File: src/rtl/dma_cfg_sched.sv
// dma_cfg_sched: arbitrates two DMA channel requests (MM2S = ch0, S2MM = ch1)
// round-robin and programs the winning channel's control, address and length
// registers through a single-outstanding AXI-lite write master.
//
// Handshakes: a request is accepted in the cycle where chN_req_valid and
// chN_req_ready are both high; ready is a combinational function of state and
// the valids, is only offered in IDLE, and never to both channels at once.
// lite_valid is a one-cycle start pulse; lite_awaddr/lite_wdata stay stable
// from that pulse until lite_end (one-cycle completion pulse) is sampled.
module dma_cfg_sched #(
  parameter int unsigned TIMEOUT_CYCLES   = 1024,
  parameter logic [31:0] CR_VALUE         = 32'h0000_1001,
  // Reset value of prog_count; left at zero except to exercise its wrap.
  parameter logic [15:0] PROG_COUNT_RESET = 16'h0000
) (
  input  logic        clk,
  input  logic        rst,
  input  logic        ch0_req_valid,
  output logic        ch0_req_ready,
  input  logic [31:0] ch0_addr,
  input  logic [25:0] ch0_len,
  input  logic        ch1_req_valid,
  output logic        ch1_req_ready,
  input  logic [31:0] ch1_addr,
  input  logic [25:0] ch1_len,
  output logic [9:0]  lite_awaddr,
  output logic [31:0] lite_wdata,
  output logic        lite_valid,
  input  logic        lite_end,
  output logic        ch0_done,
  output logic        ch1_done,
  output logic        ch0_err,
  output logic        ch1_err,
  output logic        busy,
  output logic [15:0] prog_count,
  output logic [1:0]  state_dbg
);

  localparam int WD_W = (TIMEOUT_CYCLES > 2) ? $clog2(TIMEOUT_CYCLES) : 1;
  // Watchdog value in the last WAIT cycle before the timeout takes effect.
  localparam logic [WD_W-1:0] WD_LAST = WD_W'(TIMEOUT_CYCLES - 2);

  typedef enum logic [1:0] {IDLE = 2'd0, ISSUE = 2'd1, WAIT = 2'd2, DONE = 2'd3} state_t;

  state_t          state_q, state_d;
  logic            last_grant_q;   // 0 = ch0, 1 = ch1
  logic            cur_ch_q;
  logic [31:0]     addr_q;
  logic [25:0]     len_q;
  logic [1:0]      idx_q;
  logic [WD_W-1:0] wd_q;
  logic [15:0]     count_q;
  logic [1:0]      err_q;          // bit N = chN_err pulse

  logic            any_valid;
  logic            grant_ch;
  logic            hs;
  logic [25:0]     hs_len;
  logic [31:0]     hs_addr;
  logic            wd_last;

  // Arbitration: a lone requester wins; on a tie the channel not granted last wins.
  always_comb begin
    any_valid = ch0_req_valid | ch1_req_valid;
    grant_ch  = (ch0_req_valid && ch1_req_valid) ? ~last_grant_q : ch1_req_valid;
    hs        = (state_q == IDLE) && !rst && any_valid;
    hs_len    = grant_ch ? ch1_len  : ch0_len;
    hs_addr   = grant_ch ? ch1_addr : ch0_addr;
    wd_last   = (wd_q == WD_LAST);
  end

  // Next-state decode.
  always_comb begin
    state_d = state_q;
    case (state_q)
      IDLE:  if (hs && hs_len != 26'd0) state_d = ISSUE;
      ISSUE: state_d = WAIT;
      WAIT: begin
        if (lite_end)     state_d = (idx_q == 2'd2) ? DONE : ISSUE;
        else if (wd_last) state_d = IDLE;
      end
      DONE:  state_d = IDLE;
      default: state_d = IDLE;
    endcase
  end

  // Output decode: register address/data come from the channel and write index.
  always_comb begin
    ch0_req_ready = hs && !grant_ch;
    ch1_req_ready = hs &&  grant_ch;
    lite_valid    = (state_q == ISSUE);
    busy          = (state_q != IDLE);
    ch0_done      = (state_q == DONE) && !cur_ch_q;
    ch1_done      = (state_q == DONE) &&  cur_ch_q;
    ch0_err       = err_q[0];
    ch1_err       = err_q[1];
    prog_count    = count_q;
    state_dbg     = state_q;
    lite_awaddr   = 10'h000;
    lite_wdata    = 32'h0000_0000;
    if (state_q == ISSUE || state_q == WAIT) begin
      case (idx_q)
        2'd0: begin
          lite_awaddr = cur_ch_q ? 10'h030 : 10'h000;
          lite_wdata  = CR_VALUE;
        end
        2'd1: begin
          lite_awaddr = cur_ch_q ? 10'h048 : 10'h018;
          lite_wdata  = addr_q;
        end
        default: begin
          lite_awaddr = cur_ch_q ? 10'h058 : 10'h028;
          lite_wdata  = {6'b0, len_q};
        end
      endcase
    end
  end

  // State register plus request latch, write index, watchdog, count and error pulses.
  always_ff @(posedge clk) begin
    if (rst) begin
      state_q      <= IDLE;
      last_grant_q <= 1'b1;
      cur_ch_q     <= 1'b0;
      addr_q       <= 32'h0;
      len_q        <= 26'h0;
      idx_q        <= 2'd0;
      wd_q         <= '0;
      count_q      <= PROG_COUNT_RESET;
      err_q        <= 2'b00;
    end else begin
      state_q <= state_d;
      err_q   <= 2'b00;
      case (state_q)
        IDLE: begin
          if (hs) begin
            last_grant_q <= grant_ch;
            if (hs_len == 26'd0) begin
              err_q[grant_ch] <= 1'b1;
            end else begin
              cur_ch_q <= grant_ch;
              addr_q   <= hs_addr;
              len_q    <= hs_len;
              idx_q    <= 2'd0;
            end
          end
        end
        ISSUE: wd_q <= '0;
        WAIT: begin
          if (lite_end) begin
            if (idx_q != 2'd2) idx_q <= idx_q + 2'd1;
          end else begin
            wd_q <= wd_q + 1'b1;
            if (wd_last) err_q[cur_ch_q] <= 1'b1;
          end
        end
        DONE: count_q <= count_q + 16'd1;
        default: ;
      endcase
    end
  end

endmodule
File: config.mk
export PLATFORM = sky130hd
export DESIGN_NAME = dma_cfg_sched
export DESIGN_NICKNAME = d
export VERILOG_FILES = /design/src/rtl/dma_cfg_sched.sv
export SDC_FILE = /design/constraint.sdc
export NUM_CORES = 1
export LEC_CHECK = 0
export ABC_AREA = 1
export CAP_MARGIN = 20
export CORE_MARGIN = 2
export CORE_UTILIZATION = 35
export DETAILED_ROUTE_END_ITERATION = 12
export DONT_BUFFER_PORTS = 1
export PLACE_DENSITY = 0.53
export SYNTH_ARGS = -nofsm -noshare
export SYNTH_HDL_FRONTEND = slang
export SYNTH_SLANG_ARGS = --single-unit
File: constraint.sdc
create_clock -name clk -period 2.53 [get_ports clk]
set_input_delay 0.6325 -clock clk [delete_from_list [all_inputs] [get_ports clk]]
set_output_delay 0.6325 -clock clk [all_outputs]
set_load 0.01 [all_outputs]
=== Yosys cells after proc, flatten, opt, wreduce, memory -nomap -nowiden ===
Cells that the tools add are included.

* Equal/unequal tests: 14
* Magnitude comparators: 4
* Bitwise logic cells: 3
* Mux-type cells: 31
* Reductions and logical operators: 26
* $add $sub $neg: 3

{| class="wikitable"
|+ Operator list
! operator !! number
|-
| $mux 32 || 2
|-
| $pmux 32 s2 || 1
|-
| $logic_not 26->1 || 1
|-
| $mux 26 || 1
|-
| $reduce_bool 26->1 || 1
|-
| $mux 2 || 12
|-
| $mux 7 || 3
|-
| $pmux 10 s2 || 1
|-
| $add 16x1->16 const B || 1
|-
| $pmux 7 s2 || 1
|-
| $add 10x1->10 const B || 1
|-
| $eq 10x10->1 const B || 1
|-
| $logic_and 1x1->1 || 10
|-
| $mux 10 || 1
|-
| $ne 2x2->1 const B || 5
|-
| $pmux 2 s2 || 2
|-
| $pmux 2 s4 || 1
|-
| $eq 2x2->1 const B || 3
|-
| $mux 6 || 1
|-
| $reduce_and 2->1 || 3
|-
| $reduce_bool 2->1 || 3
|-
| $reduce_and 5->1 || 1
|-
| $eq 2x1->1 const B || 2
|-
| $logic_not 2->1 || 2
|-
| other kinds (12) || 21
|}

* Output and inout port bits: 68
* Word-level logic and storage cells: 90
* Flip-flop bits (word level): 92

=== Longest topological paths before layout ===
Gate-level depths: netlist of the first run.

* Word-level depth: 9
* Depth in mapped cells: 15
* Depth with buffers taken out: 13

=== Worst setup path after synthesis of the first run ===
No wires, ideal clock.

* Path type: reg-to-output
* Start point: reg idx_q[1]
* End point: out lite_wdata[10]
* Setup slack: 0.257 ns
* Required time: 1.898 ns
* Arrival time: 1.640 ns
* Cell stages (with the launch flop): 8
* Buffers on the path: 2
* Path through: dfxtp_1 inv_1 ha_1 clkbuf_1 nor2_1 clkbuf_1 nand2_1 a21oi_1

* Longest elaborated chain between the ends: 3
* Elaborated cells between the ends (all ways): 4

{| class="wikitable"
|+ Ends and longest elaborated chain
! element !! RTL line !! text
|-
| from (decl) || 50 || <nowiki>logic [1:0] idx_q;</nowiki>
|-
| from (signal assigned) || 151 || <nowiki>if (idx_q != 2'd2) idx_q <= idx_q + 2'd1;</nowiki>
|-
| $eq 2x1->1 / $logic_not 2->1 (equally long branches) || 102 || <nowiki>case (idx_q)</nowiki>
|-
| $pmux 32 s2 * || 102 ||
|-
| $mux 32 * || 101 || <nowiki>if (state_q == ISSUE || state_q == WAIT) begin</nowiki>
|-
| to (decl) || 27 || <nowiki>output logic [31:0] lite_wdata,</nowiki>
|}

Mark *: on every way between the ends. The rest lies on a longest branch, timed or not.

=== Worst setup path in the final report of the first run ===
* Start point: reg state_q[0], in the netlist state_dbg[0]
* End point: out lite_wdata[5]

* Longest elaborated chain between the ends: 3
* Elaborated cells between the ends (all ways): 4

{| class="wikitable"
|+ Ends and longest elaborated chain
! element !! RTL line !! text
|-
| from (decl) || 45 || <nowiki>state_t state_q, state_d;</nowiki>
|-
| from (signal assigned) || 132 || <nowiki>state_q <= state_d;</nowiki>
|-
| $eq 2x1->1 / $eq 2x2->1 (equally long branches) || 101 ||
|-
| $logic_or 1x1->1 * || 101 ||
|-
| $mux 32 * || 101 ||
|}

Marked as above.

==> summary.txt, run 1 <==
Run status
  • Outcome: finished, final reports clean

Synth
  • Yosys cell types: 31
  • Seq/Total Area, Yosys: 35.6%
  • Async set-or-reset flop fraction in the synthesized netlist: 0%
  • Yosys top cell by area: dfxtp_1
  • Yosys warnings: 0
  • Yosys top cell area share: 35.6%
  • Post-Syn Area: 5170 µm²
  • #FFs+latches synth: 92
  • Synthesized area per cell: 6.26 µm²
  • Count leader, synth: nand2_1
  • Synth Instances: ~830
  • Area contributors post-synth: dfxtp_1, nand2_1, nor2_1, o21ai_0, a21oi_1
  • EDFF count, synth: 0
  • Synth cell count leaders: nand2_1, nor2_1, dfxtp_1
  • Top FF cell, synth: dfxtp_1

CTS
  • Clk root buf: clkbuf_16
  • Depth of the CTS H-tree: 3
  • Clock Latency Late Sink: 0.35 ns
  • CTS buffer count: 9
  • CTS tree: done
  • Post-CTS Setup Bufs: 0
  • Worst-path clk slew: 0.07 ns
  • Clk sink count: 92
  • CTS max path bufs: 2
  • Hold buffer count at CTS: 0

STA
  • Rel. slew slack: 49.2%
  • Setup-failing EPs final: 0
  • Fin crit period: 2.43 ns
  • Fmax: approximately 0.41 GHz
  • Part of the cycle the worst path needs: 95.9%
  • Final worst slack: 0.103 ns
  • Final Hold Viols: 0
  • Worst-margin pin slew: 0.762 ns
  • Skew final: 0.00806 ns
  • Max Slew Vio Count: 0

Placed design
  • Placed inst area: 5600 µm²
  • DP Worst Slack: about 0.037 ns
  • Placed cell count: approximately 1000
  • Final GP Congestion: roughly 0.84
  • Detailed Place HPWL: 10.8 mm
  • I/O Buffers: 0

Floorplan
  • Placeable Area: 14500 µm²
  • Chip width: 126 µm
  • Initial Utilization: 35.7%
  • Die area: 15800 µm²
  • Chip Height: ~130 µm
  • Cell Rows: 44
  • Top Ports: 189

Drt
  • Routed Antenna Nets: 0
  • Final WL: 14.6 mm
  • Vias per cell: ~4.8
  • # DRC: 0
  • DRT iter0 DRCs: 320
  • Via Count: 5036
  • TritonRoute pass-1 iters: 5
  • Drt wl/cell: ~14 µm

GRT
  • Grt ovf: 0
  • Initial antenna violation count: 2
  • Pin count of the biggest net entering global routing: 75
  • Total GRT Usage: 18.2%
  • First-pass GRT wire length: 22.8 mm
  • Vias in the first global route: 4421

Setup path
  • Worst-path maximum fanout: 34
  • CP Class: reg2out
  • Crit path cell chain: inv_1 -> ha_1 -> clkinv_1 -> buf_8 -> a21oi_1 -> buf_4
  • Critical Path AT: 1.79 ns
  • Worst EP required: 1.90 ns
  • Slowest-stage cell, CP: dfxtp_2
  • Max incr delay on CP: 0.39 ns
  • CP Launch Type: flip-flop
  • CP Capture Type: output port

Pwr
  • Maximum vdd ir drop: 0.380 mV
  • P_leak: 2.54 nW
  • Cell Pwr Density: 770 nW/µm²

Worst hold path
  • Path type of the worst min-delay path: in2reg

Cells and area
  • Core Util, Final: 41.0%
  • Layout cells sized above 1: 10.8%
  • Layout Cells excl Fill: 1039
  • Layout Nets: 979
  • Register Area: 1840 µm²
  • Footprint of the multi-input gates: 2860 µm²
  • Fill cells: 1596
  • Design Area, Final: 5940 µm²
  • Layout area overhead: 14.9%

Flow run
  • Max Cap Viol: 0
[per-stage QoR]
stage | total power, mW | hold slack, ns | TNS (ns)
after floorplan | 2.90 | 0.437 | 0
after global placement | 3.30 | 0.454 | 0
after detailed placement | 3.30 | 0.468 | 0
after CTS | 4.59 | 0.328 | 0
after global routing | 4.89 | 0.332 | -0.214
final | 4.57 | 0.352 | 0
[cell type report]
cell class              instances  area share [%]
multi-input cells             621            48.1
flip-flops and latches         92            31.0
repair buffers                 58            8.09
inverters                      66            4.17
clock buffers                  12            4.15
well taps                     184            3.88
clock inverters                 4           0.422
diodes                          2          0.0843
[cells by family after synthesis]
group | synth area share [%]
AO/OA/AOI/OAI | 13.1
XOR/XNOR | 0.170
adder cells (fa/ha/maj) | 2.42
buffers and inverters | 10.4
flip-flops | 35.6
other | 0.0726
AND/OR/NAND/NOR | 38.2
[report_power, final]
part / switching [mW] / internal (mW) / leakage, nW / total [mW]
registers: 0.168 / 1.72 / 0.755 / 1.89
clock network: 0.583 / 0.691 / 0.129 / 1.27
logic: 0.937 / 0.475 / 1.66 / 1.41
total: 1.69 / 2.88 / 2.54 / 4.57
[critical path, delay by kind of cell (launching register included)]
kind                     cells  cell delay, ns
AO/OA/AOI/OAI                1            0.18
adder cells (fa/ha/maj)      1            0.33
buffers and inverters        4            0.53
flip-flops                   1            0.39
[sequential cells by signal (all words and copies together), names as in the netlist]
signal / flops
last_grant_q: 1
len_q: 26
state_dbg: 2
cur_ch_q: 1
err_q: 2
prog_count: 16
wd_q: 10
addr_q: 32
idx_q: 2
[placed cells by master (no fill, tap or decap), drive strengths merged, types with 9 or more instances in the layout]
cell | netlist | routed
nand4 | 9 | 9
dfxtp | 92 | 92
nand2 | 266 | 266
clkbuf | 25 | 12
nor2 | 111 | 111
inv | 65 | 65
a21oi | 54 | 54
buf | 26 | 58
nand3b | 21 | 21
o21ai | 77 | 77
ha | 10 | 10
nor3 | 15 | 15
nand3 | 40 | 40
[layer usage]
metal	global-route usage, %	vias to the layer above	part of all wire, %
met5	0	-	0
met4	4.90	0	0.79
met3	4.79	9	5.5
met2	29.3	128	47
met1	24.1	2234	47
li1	-	2665	-
[worst paths after layout]
check / startpoint / to / slack, ns / cells after the start
worst max-delay path: state_dbg[0]$_SDFFE_PP0P_ / lite_wdata[5] / 0.10 / 6
worst min-delay path: rst / state_dbg[1]$_SDFFE_PP0P_ / 0.35 / 1
worst max register to register: last_grant_q$_SDFFE_PP1P_ / addr_q[21]$_SDFFE_PP0P_ / 0.36 / 14
worst min register to register: idx_q[0]$_SDFFE_PP0P_ / idx_q[0]$_SDFFE_PP0P_ / 0.48 / 2
[timing repair]
action | 4_1_cts | 5_1_grt
cloned | 0 | 0
hold endpoints to repair | 0 | 0
resized for setup | 1 | 13
endpoints found under the setup margin | 34 | 39
No activity file was read; power rests on OpenSTA's default activity.
==> inputs of run 2 (changes only) <==
Settings changed: CTS_BUF_LIST from default to sky130_fd_sc_hd__clkbuf_8.
==> run 2 against run 1 <==
Clock skew up 0.0056 ns. Setup slack better by 0.022 ns. Largest power group unchanged. Sequential power about the same.
==> summary.txt, run 2 (synthesis gave the netlist of run 1 again) <==
Setup path
  • Worst EP required: 1.90 ns (about the same)
  • Delay-heaviest family, CP: buffers and inverters (unchanged)
  • Worst-path maximum fanout: 34 (unchanged)
  • R2R depth: 11 (was 14)
  • Crit path cell chain: inv_1 -> ha_4 -> clkinv_1 -> buf_12 -> a21oi_1 -> buf_4 (was inv_1 -> ha_1 -> clkinv_1 -> buf_8 -> a21oi_1 -> buf_4)
  • Max incr delay on CP: 0.39 ns (about the same)
  • CP Capture Type: output port (unchanged)
  • Slowest-stage cell, CP: dfxtp_4 (was dfxtp_2)
  • FF-to-FF setup slack: 0.35 ns (was 0.36 ns)
  • Worst path depth: 6 (unchanged)
  • CP Class: reg2out (unchanged)
  • CP Launch Type: flip-flop (unchanged)
  • Critical Path AT: 1.77 ns (was 1.79 ns)
  • WP buf/inv: 4 (unchanged)

GRT
  • Pin count of the biggest net entering global routing: 75 (unchanged)
  • Vias in the first global route: 4435 (was 4421)
  • Grt ovf: 0 (unchanged)
  • Initial antenna violation count: 2 (unchanged)
  • First-pass GRT wire length: 22.9 mm (was 22.8 mm)
  • Total GRT Usage: 18.2% (about the same)

Pwr
  • Cell Pwr Density: 726 nW/µm² (was 770 nW/µm²)
  • P_leak: 2.51 nW (was 2.54 nW)
  • Total power: 4.26 mW (was 4.57 mW)
  • Maximum vdd ir drop: 0.287 mV (was 0.380 mV)

CTS
  • Clock Latency Late Sink: 0.38 ns (was 0.35 ns)
  • Post-CTS Setup Bufs: 0 (unchanged)
  • CTS max path bufs: 2 (unchanged)
  • CTS buffer count: 9 (unchanged)
  • Clk sink count: 92 (unchanged)
  • Hold buffer count at CTS: 0 (unchanged)
  • Clk root buf: clkbuf_8 (was clkbuf_16)
  • CTS tree: done (unchanged)
  • Depth of the CTS H-tree: 3 (unchanged)
  • Worst-path clk slew: 0.10 ns (was 0.07 ns)

Cells and area
  • Layout area overhead: 13.4% (was 14.9%)
  • Commonest non-fill, non-tap cell in the layout: nand2_1 (unchanged)
  • Layout Nets: 979 (unchanged)
  • Layout Cells excl Fill: 1039 (unchanged)
  • Largest Register: addr_q (unchanged)
  • Fill cells: 1609 (was 1596)
  • Most frequent cells in the layout: nand2_1, nor2_1, dfxtp_1, inv_1, o21ai_0 (unchanged)
  • Layout cells sized above 1: 11.1% (was 10.8%)
  • Largest register FFs: 32 (unchanged)

Drt
  • TritonRoute pass-1 iters: 7 (was 5)
  • DRT iter0 DRCs: 340 (was 320)
  • M1 WL: 6.79 mm (was 6.84 mm)
  • Drt wl/cell: 14.2 µm (was 14.1 µm)
  • Routed length on met3: 972 µm (was 806 µm)
  • Via Count: 5034 (was 5036)
  • Final WL: 14.7 mm (was 14.6 mm)
  • # DRC: 0 (unchanged)
  • Routed Antenna Nets: 0 (unchanged)
  • Highest routed layer: met4 (unchanged)
  • Met2 wire length: 6.85 mm (was 6.88 mm)
  • Vias per cell: 4.85 (about the same)

Floorplan
  • Cell Rows: 44 (unchanged)
  • Top Ports: 189 (unchanged)
  • Die area: 15800 µm² (unchanged)
  • Initial Utilization: 35.7% (unchanged)
  • Chip Height: 126 µm (unchanged)
  • Placeable Area: 14500 µm² (unchanged)
  • Chip width: 126 µm (unchanged)

STA
  • Fin crit period: 2.40 ns (was 2.43 ns)
  • Skew final: 0.0136 ns (was 0.00806 ns)
  • Fmax: 0.416 GHz (was 0.412 GHz)
  • Final Hold Viols: 0 (unchanged)
  • Worst-margin pin slew: 0.757 ns (was 0.762 ns)
  • Setup TNS: 0 ns (unchanged)
  • Rel. slew slack: 49.5% (was 49.2%)
  • Max Slew Vio Count: 0 (unchanged)
  • Setup-failing EPs final: 0 (unchanged)
  • Part of the cycle the worst path needs: 95.0% (was 95.9%)
  • RSZ-0062 raised after global routing: false

Worst hold path
  • Worst hold path depth: 1 (unchanged)
  • Path type of the worst min-delay path: in2reg (unchanged)

Run status
  • Outcome: finished, final reports clean (unchanged)

Placed design
  • Final GP Congestion: 0.835 (unchanged)
  • I/O Buffers: 0 (unchanged)
  • Detailed Place HPWL: 10.8 mm (unchanged)
  • Placed cell count: 1021 (unchanged)

Flow run
  • Max Cap Viol: 0 (unchanged)
[run 2: cell types whose count changed in the layout (fill, tap and decap cells not counted), moves of 2 or more]
cell	previous run	this run
clkbuf_16	9	0
clkbuf_8	1	10
clkbuf_1	2	0
ha_1	9	7
inv_1	63	65
[run 2: where the power goes]
part / leakage [nW] / internal, mW / switching, mW / total (mW)
clock: 0.0907 / 0.374 / 0.539 / 0.913
combinational: 1.66 / 0.506 / 0.950 / 1.46
sequential: 0.756 / 1.72 / 0.168 / 1.89
[run 2: per-layer routing]
layer	global-route usage, %	vias to the layer above
met2	29.4	130
met3	5.82	6
met5	0	-
met1	24.1	2232
li1	-	2666
met4	3.33	0
[run 2: what timing repair did]
item / CTS / global route
pin swaps: 1 / 0
gates resized for setup: 3 / 17
setup endpoints to repair: 34 / 42
[run 2: worst paths after layout]
check	start	end
max	state_dbg[0]$_SDFFE_PP0P_	lite_wdata[5]
min	rst	state_dbg[1]$_SDFFE_PP0P_
max reg2reg	state_dbg[0]$_SDFFE_PP0P_	wd_q[9]$_SDFFE_PP0P_
min reg2reg	idx_q[0]$_SDFFE_PP0P_	idx_q[0]$_SDFFE_PP0P_
[run 2: cell type report]
cell class	count	area (µm²)	share of cell area, %
Antenna cell	2	5.00	0.0854
Clock buffer	10	138	2.35
Clock inverter	6	32.5	0.555
Inverter	66	248	4.23
Multi-Input combinational cell	621	2870	49.0
Sequential cell	92	1850	31.5
Tap cell	184	230	3.93
Timing Repair Buffer	58	489	8.35
[run 2: through the flow]
step / util (%) / setup WS (ns) / instance area, µm² / hold slack, ns
global route: 40.5 / 0.0167 / 5860 / 0.276
CTS: 39.9 / 0.0192 / 5780 / 0.282
global placement: 38.7 / 0.0501 / 5600 / 0.454
floorplan: - / 0.257 / 5190 / 0.437
finish: 40.5 / 0.126 / 5860 / 0.315
detailed placement: 38.7 / 0.0371 / 5600 / 0.468
==> inputs of run 3 (changes only) <==
Settings changed: SLEW_MARGIN from default to 0.
==> results of run 3 <==
The final DEF is identical to that of run 2; final timing and power are the same.
==> patch 1: new RTL, config.mk and constraints of run 1 <==
`TIMEOUT_CYCLES`: 1024 -> 512.
--- a/src/rtl/dma_cfg_sched.sv
+++ b/src/rtl/dma_cfg_sched.sv
@@ -8,7 +8,7 @@
 // lite_valid is a one-cycle start pulse; lite_awaddr/lite_wdata stay stable
 // from that pulse until lite_end (one-cycle completion pulse) is sampled.
 module dma_cfg_sched #(
-  parameter int unsigned TIMEOUT_CYCLES   = 1024,
+  parameter int unsigned TIMEOUT_CYCLES   = 512,
   parameter logic [31:0] CR_VALUE         = 32'h0000_1001,
   // Reset value of prog_count; left at zero except to exercise its wrap.
   parameter logic [15:0] PROG_COUNT_RESET = 16'h0000
Behaviour: no difference found for any inputs over 4 cycles, from zero or initial values and one cycle with rst high; that may be too few to reach the edited logic, so the function may still have changed.
==> patch 1 against run 1 <==
- design area up 1.6%
- maximum frequency fell by 2.5%
- first-iteration DRC count down 20%
- combinational power is 43% higher
- sequential cell count fell by 1
- power grew 19%
- utilization increased by 0.98 points
- highest routed layer is now met5
- sequential share of layout area is 0.78 points lower
- worst setup slack worse by 63 ps
- clock skew fell by 2.9 ps
- critical path type unchanged
- area after synthesis down 1.3%
- critical endpoint is now lite_wdata[2]
- wire length rose by 2.1%
- die area decreased by 1.3%
==> patch 1: results (changes against run 1) <==
Port Buffers: 0 (unchanged)
post-DP HPWL: 10930 microns (+1.2%)
fin crit share: 98.39% (+2.5 points)
WL met1: 6897 microns (+0.91%)
Die X: 124.7 microns (-0.63%)
xor/xnor share of the synthesized area: 0.3435% (+0.17 points)
vias in the first global route: 4567 (+3.3%)
CP Max Fanout: 32 (-5.9%)
Multi-In Gates: 611 (-1.6%)
syn avg cell area: 6.258 sq um (about the same)
DRT Wirelength: 14940 microns (+2.1%)
reg-to-reg setup timing slack: 410 ps (+50 ps)
inverters: 68 (+3.0%)
Arr. time, crit path: 1860 ps (+70 ps)
Netlist cell types: 32 (+3.2%)
pre-CTS setup slack: 80.83 ps (+43.76 ps)
sequential cell area share: 30.27% (-0.78 points)
metal3 WL: 907 microns (+13%)
detailed-router iteration count before antenna repair: 4 (-1)
synth top area cells: dfxtp_1 (36%), nand2_1 (19%), nor2_1 (8.6%)
largest net degree at the start of global routing: 63 (-16%)
Compound-Gate Fraction of Synth Area: 13.62% (+0.47 points)
Post-layout nets: 970 (-0.92%)
adder-cell area share of the yosys netlist: 2.453% (+0.032 points)
clock latency on the worst-skew pair: 350 ps (about the same)
outcome: finished, final reports clean
clock-cell share of area: 5.456% (+0.88 points)
worst hold slack: 343.5 ps (-8.695 ps)
sequential cell count: 91 (-1.1%)
Critical Path Sink: lite_wdata[2]
non-filler cells, final: 1029 (-0.96%)
n_diodes: 1 (-1)
register area share after synthesis: 35.72% (+0.080 points)
RR Endpoint: addr_q[9]$_SDFFE_PP0P_
Met2 Wirelength: 7001 microns (+1.8%)
static leakage: 2.639 nW (+3.7%)
layout cell share with drive strength beyond 1: 12.56% (+1.8 points)
Pint: 0.003405 W (+18%)
fill count: 1567 (-1.8%)
synth cell count leaders: nand2_1 (255), nor2_1 (117), dfxtp_1 (91)
fin util: 41.97% (+0.98 points)
Slew @ Worst Pin: 560.4 ps (-201.2 ps)
Highest Signal Layer: met5
hold depth: 1 (unchanged)
First DRT Iteration DRCs: 255 (-20%)
Multi-input gate area: 2848 sq um (-0.35%)
All-Layer GR Usage: 18.39% (+0.23 points)
RD Place Congestion: 0.7806 (-6.5%)
VDD IR max: 0.0003893 V (+2.5%)
vias per cell: 4.865 (+0.37%)
Non-Clock Buffer Area Fraction: 8.963% (+0.87 points)
==> patch 1: changes by cell type after synthesis, sizes merged, moves of 2 or more <==
cell,change
nand2,-8
nor2,+8
inv,+2
clkbuf,-2
nor3,-9
nand4,-3
nand3,+3
a211oi,-2
==> patch 1: kinds of logic after synthesis <==
| family | count (synthesis) |
|---|---|
| and+or+nand+nor | 458 |
| AOI/OAI and AO/OA | 135 |
| buffers and inverters | 118 |
| DFF | 91 |
| adders and majority gates | 10 |
| xor gates and xnor gates | 2 |
| other | 1 |
==> patch 1: layer usage <==
layer / GRT usage (%) / vias to the layer above
met4: 4.825 / 2
met3: 5.627 / 12
met1: 22.86 / 2252
met5: 0 / -
li1: - / 2619
met2: 30.92 / 121
==> patch 1: power by group through the flow <==
stage	Sequential [W]	Clock [W]	Combinational, W
floorplan	0.00189	0	0.00127
global placement	0.00195	0	0.00175
detailed placement	0.00195	0	0.00175
CTS	0.00192	0.00152	0.00180
global route	0.00196	0.00159	0.00224
finish	0.00192	0.00150	0.00201
==> patch 2: new RTL, settings of run 1 <==
Without the edit above. Make the reset (`rst`) asynchronous in one clocked block.
--- a/src/rtl/dma_cfg_sched.sv
+++ b/src/rtl/dma_cfg_sched.sv
@@ -117,7 +117,7 @@
   end
 
   // State register plus request latch, write index, watchdog, count and error pulses.
-  always_ff @(posedge clk) begin
+  always_ff @(posedge clk or posedge rst) begin
     if (rst) begin
       state_q      <= IDLE;
       last_grant_q <= 1'b1;
Function: differs if rst is asserted again (counterexample within 4 cycles, from zero or initial values and one cycle with rst high); with rst held inactive, the same outputs for 10 cycles.
==> patch 2 against run 1 <==
- area after synthesis is 3.4% higher
- power grew 34%
- via count down 13%
- sequential cell count stayed put
- cell count decreased by 17%
- design area increased by 0.48%
- wire length is 1.4% lower
- worst setup slack got worse by 50 ps
==> patch 2: results (changes against run 1) <==
All-Layer GR Usage: 17.59% (-0.58 points)
core box area: 15030 sq um (+3.8%)
reg-to-reg setup timing slack: 250 ps (-110 ps)
largest net degree at the start of global routing: 63 (-16%)
fin util: 39.68% (-1.3 points)
n_diodes: 1 (-1)
Arr. time, crit path: 1840 ps (+50 ps)
met2 Use GR: 28.28% (-1.0 points)
synth top area cells: dfrtp_1 (43%), nand2_1 (12%), mux2i_1 (6.0%)
Non-clk bufs: 24 (-59%)
multi-input combinational area share: 43.65% (-4.5 points)
post-DP HPWL: 10690 microns (-1.1%)
register area share after synthesis: 43.11% (+7.5 points)
adder-cell area share of the yosys netlist: 2.342% (-0.079 points)
static leakage: 2.993 nW (+18%)
outcome: finished, final reports clean
Setup Skew: 6.339 ps (-1.723 ps)
detailed-router iteration count before antenna repair: 4 (-1)
routed vias: 4398 (-13%)
post-synthesis mux area share: 5.995% (+6.0 points)
placed insts: 844 (-17%)
PD cells: 1027 nW/um^2 (+33%)
fill count: 1526 (-4.4%)
inverters: 72 (+9.1%)
clock-cell share of area: 5.098% (+0.52 points)
Multi-In Gates: 469 (-24%)
HP Class: primary input to asynchronous set/reset pin
xor/xnor share of the synthesized area: 1.639% (+1.5 points)
ys flop type: dfrtp_1
VDD IR max: 0.0004215 V (+11%)
reg2reg path depth: 10 (-4)
met1 capacity usage during global routing: 22.69% (-1.4 points)
syn avg cell area: 8.046 sq um (+28%)
Post-layout nets: 799 (-18%)
pre-CTS setup slack: 102.8 ps (+65.72 ps)
[patch 2: cell count changes after synthesis, moves of 20 or more]
cell,before,now
a22oi_1,0,25
nand3_1,40,20
nand2_1,263,171
dfrtp_1,0,91
dfxtp_1,92,0
nor2_1,109,64
mux2i_1,0,32
o21ai_2,0,21
a21oi_1,54,15
[patch 2: worst max-delay path by stage]
| stage | startpoint | to | slack, ps | cells past startpoint |
|---|---|---|---|---|
| final | idx_q[1]$_DFFE_PP0P_ | lite_awaddr[5] | 50 | 7 |
| after global routing | idx_q[1]$_DFFE_PP0P_ | lite_awaddr[5] | -40 | 7 |
| after CTS | state_dbg[0]$_DFFE_PP0P_ | lite_awaddr[5] | 30 | 5 |
| after detailed placement | ch0_req_valid | addr_q[1]$_DFFE_PP0P_ | 100 | 10 |
| after global placement | ch0_req_valid | addr_q[3]$_DFFE_PP0P_ | 160 | 12 |
| after floorplan | ch1_req_valid | ch0_req_ready | 130 | 6 |
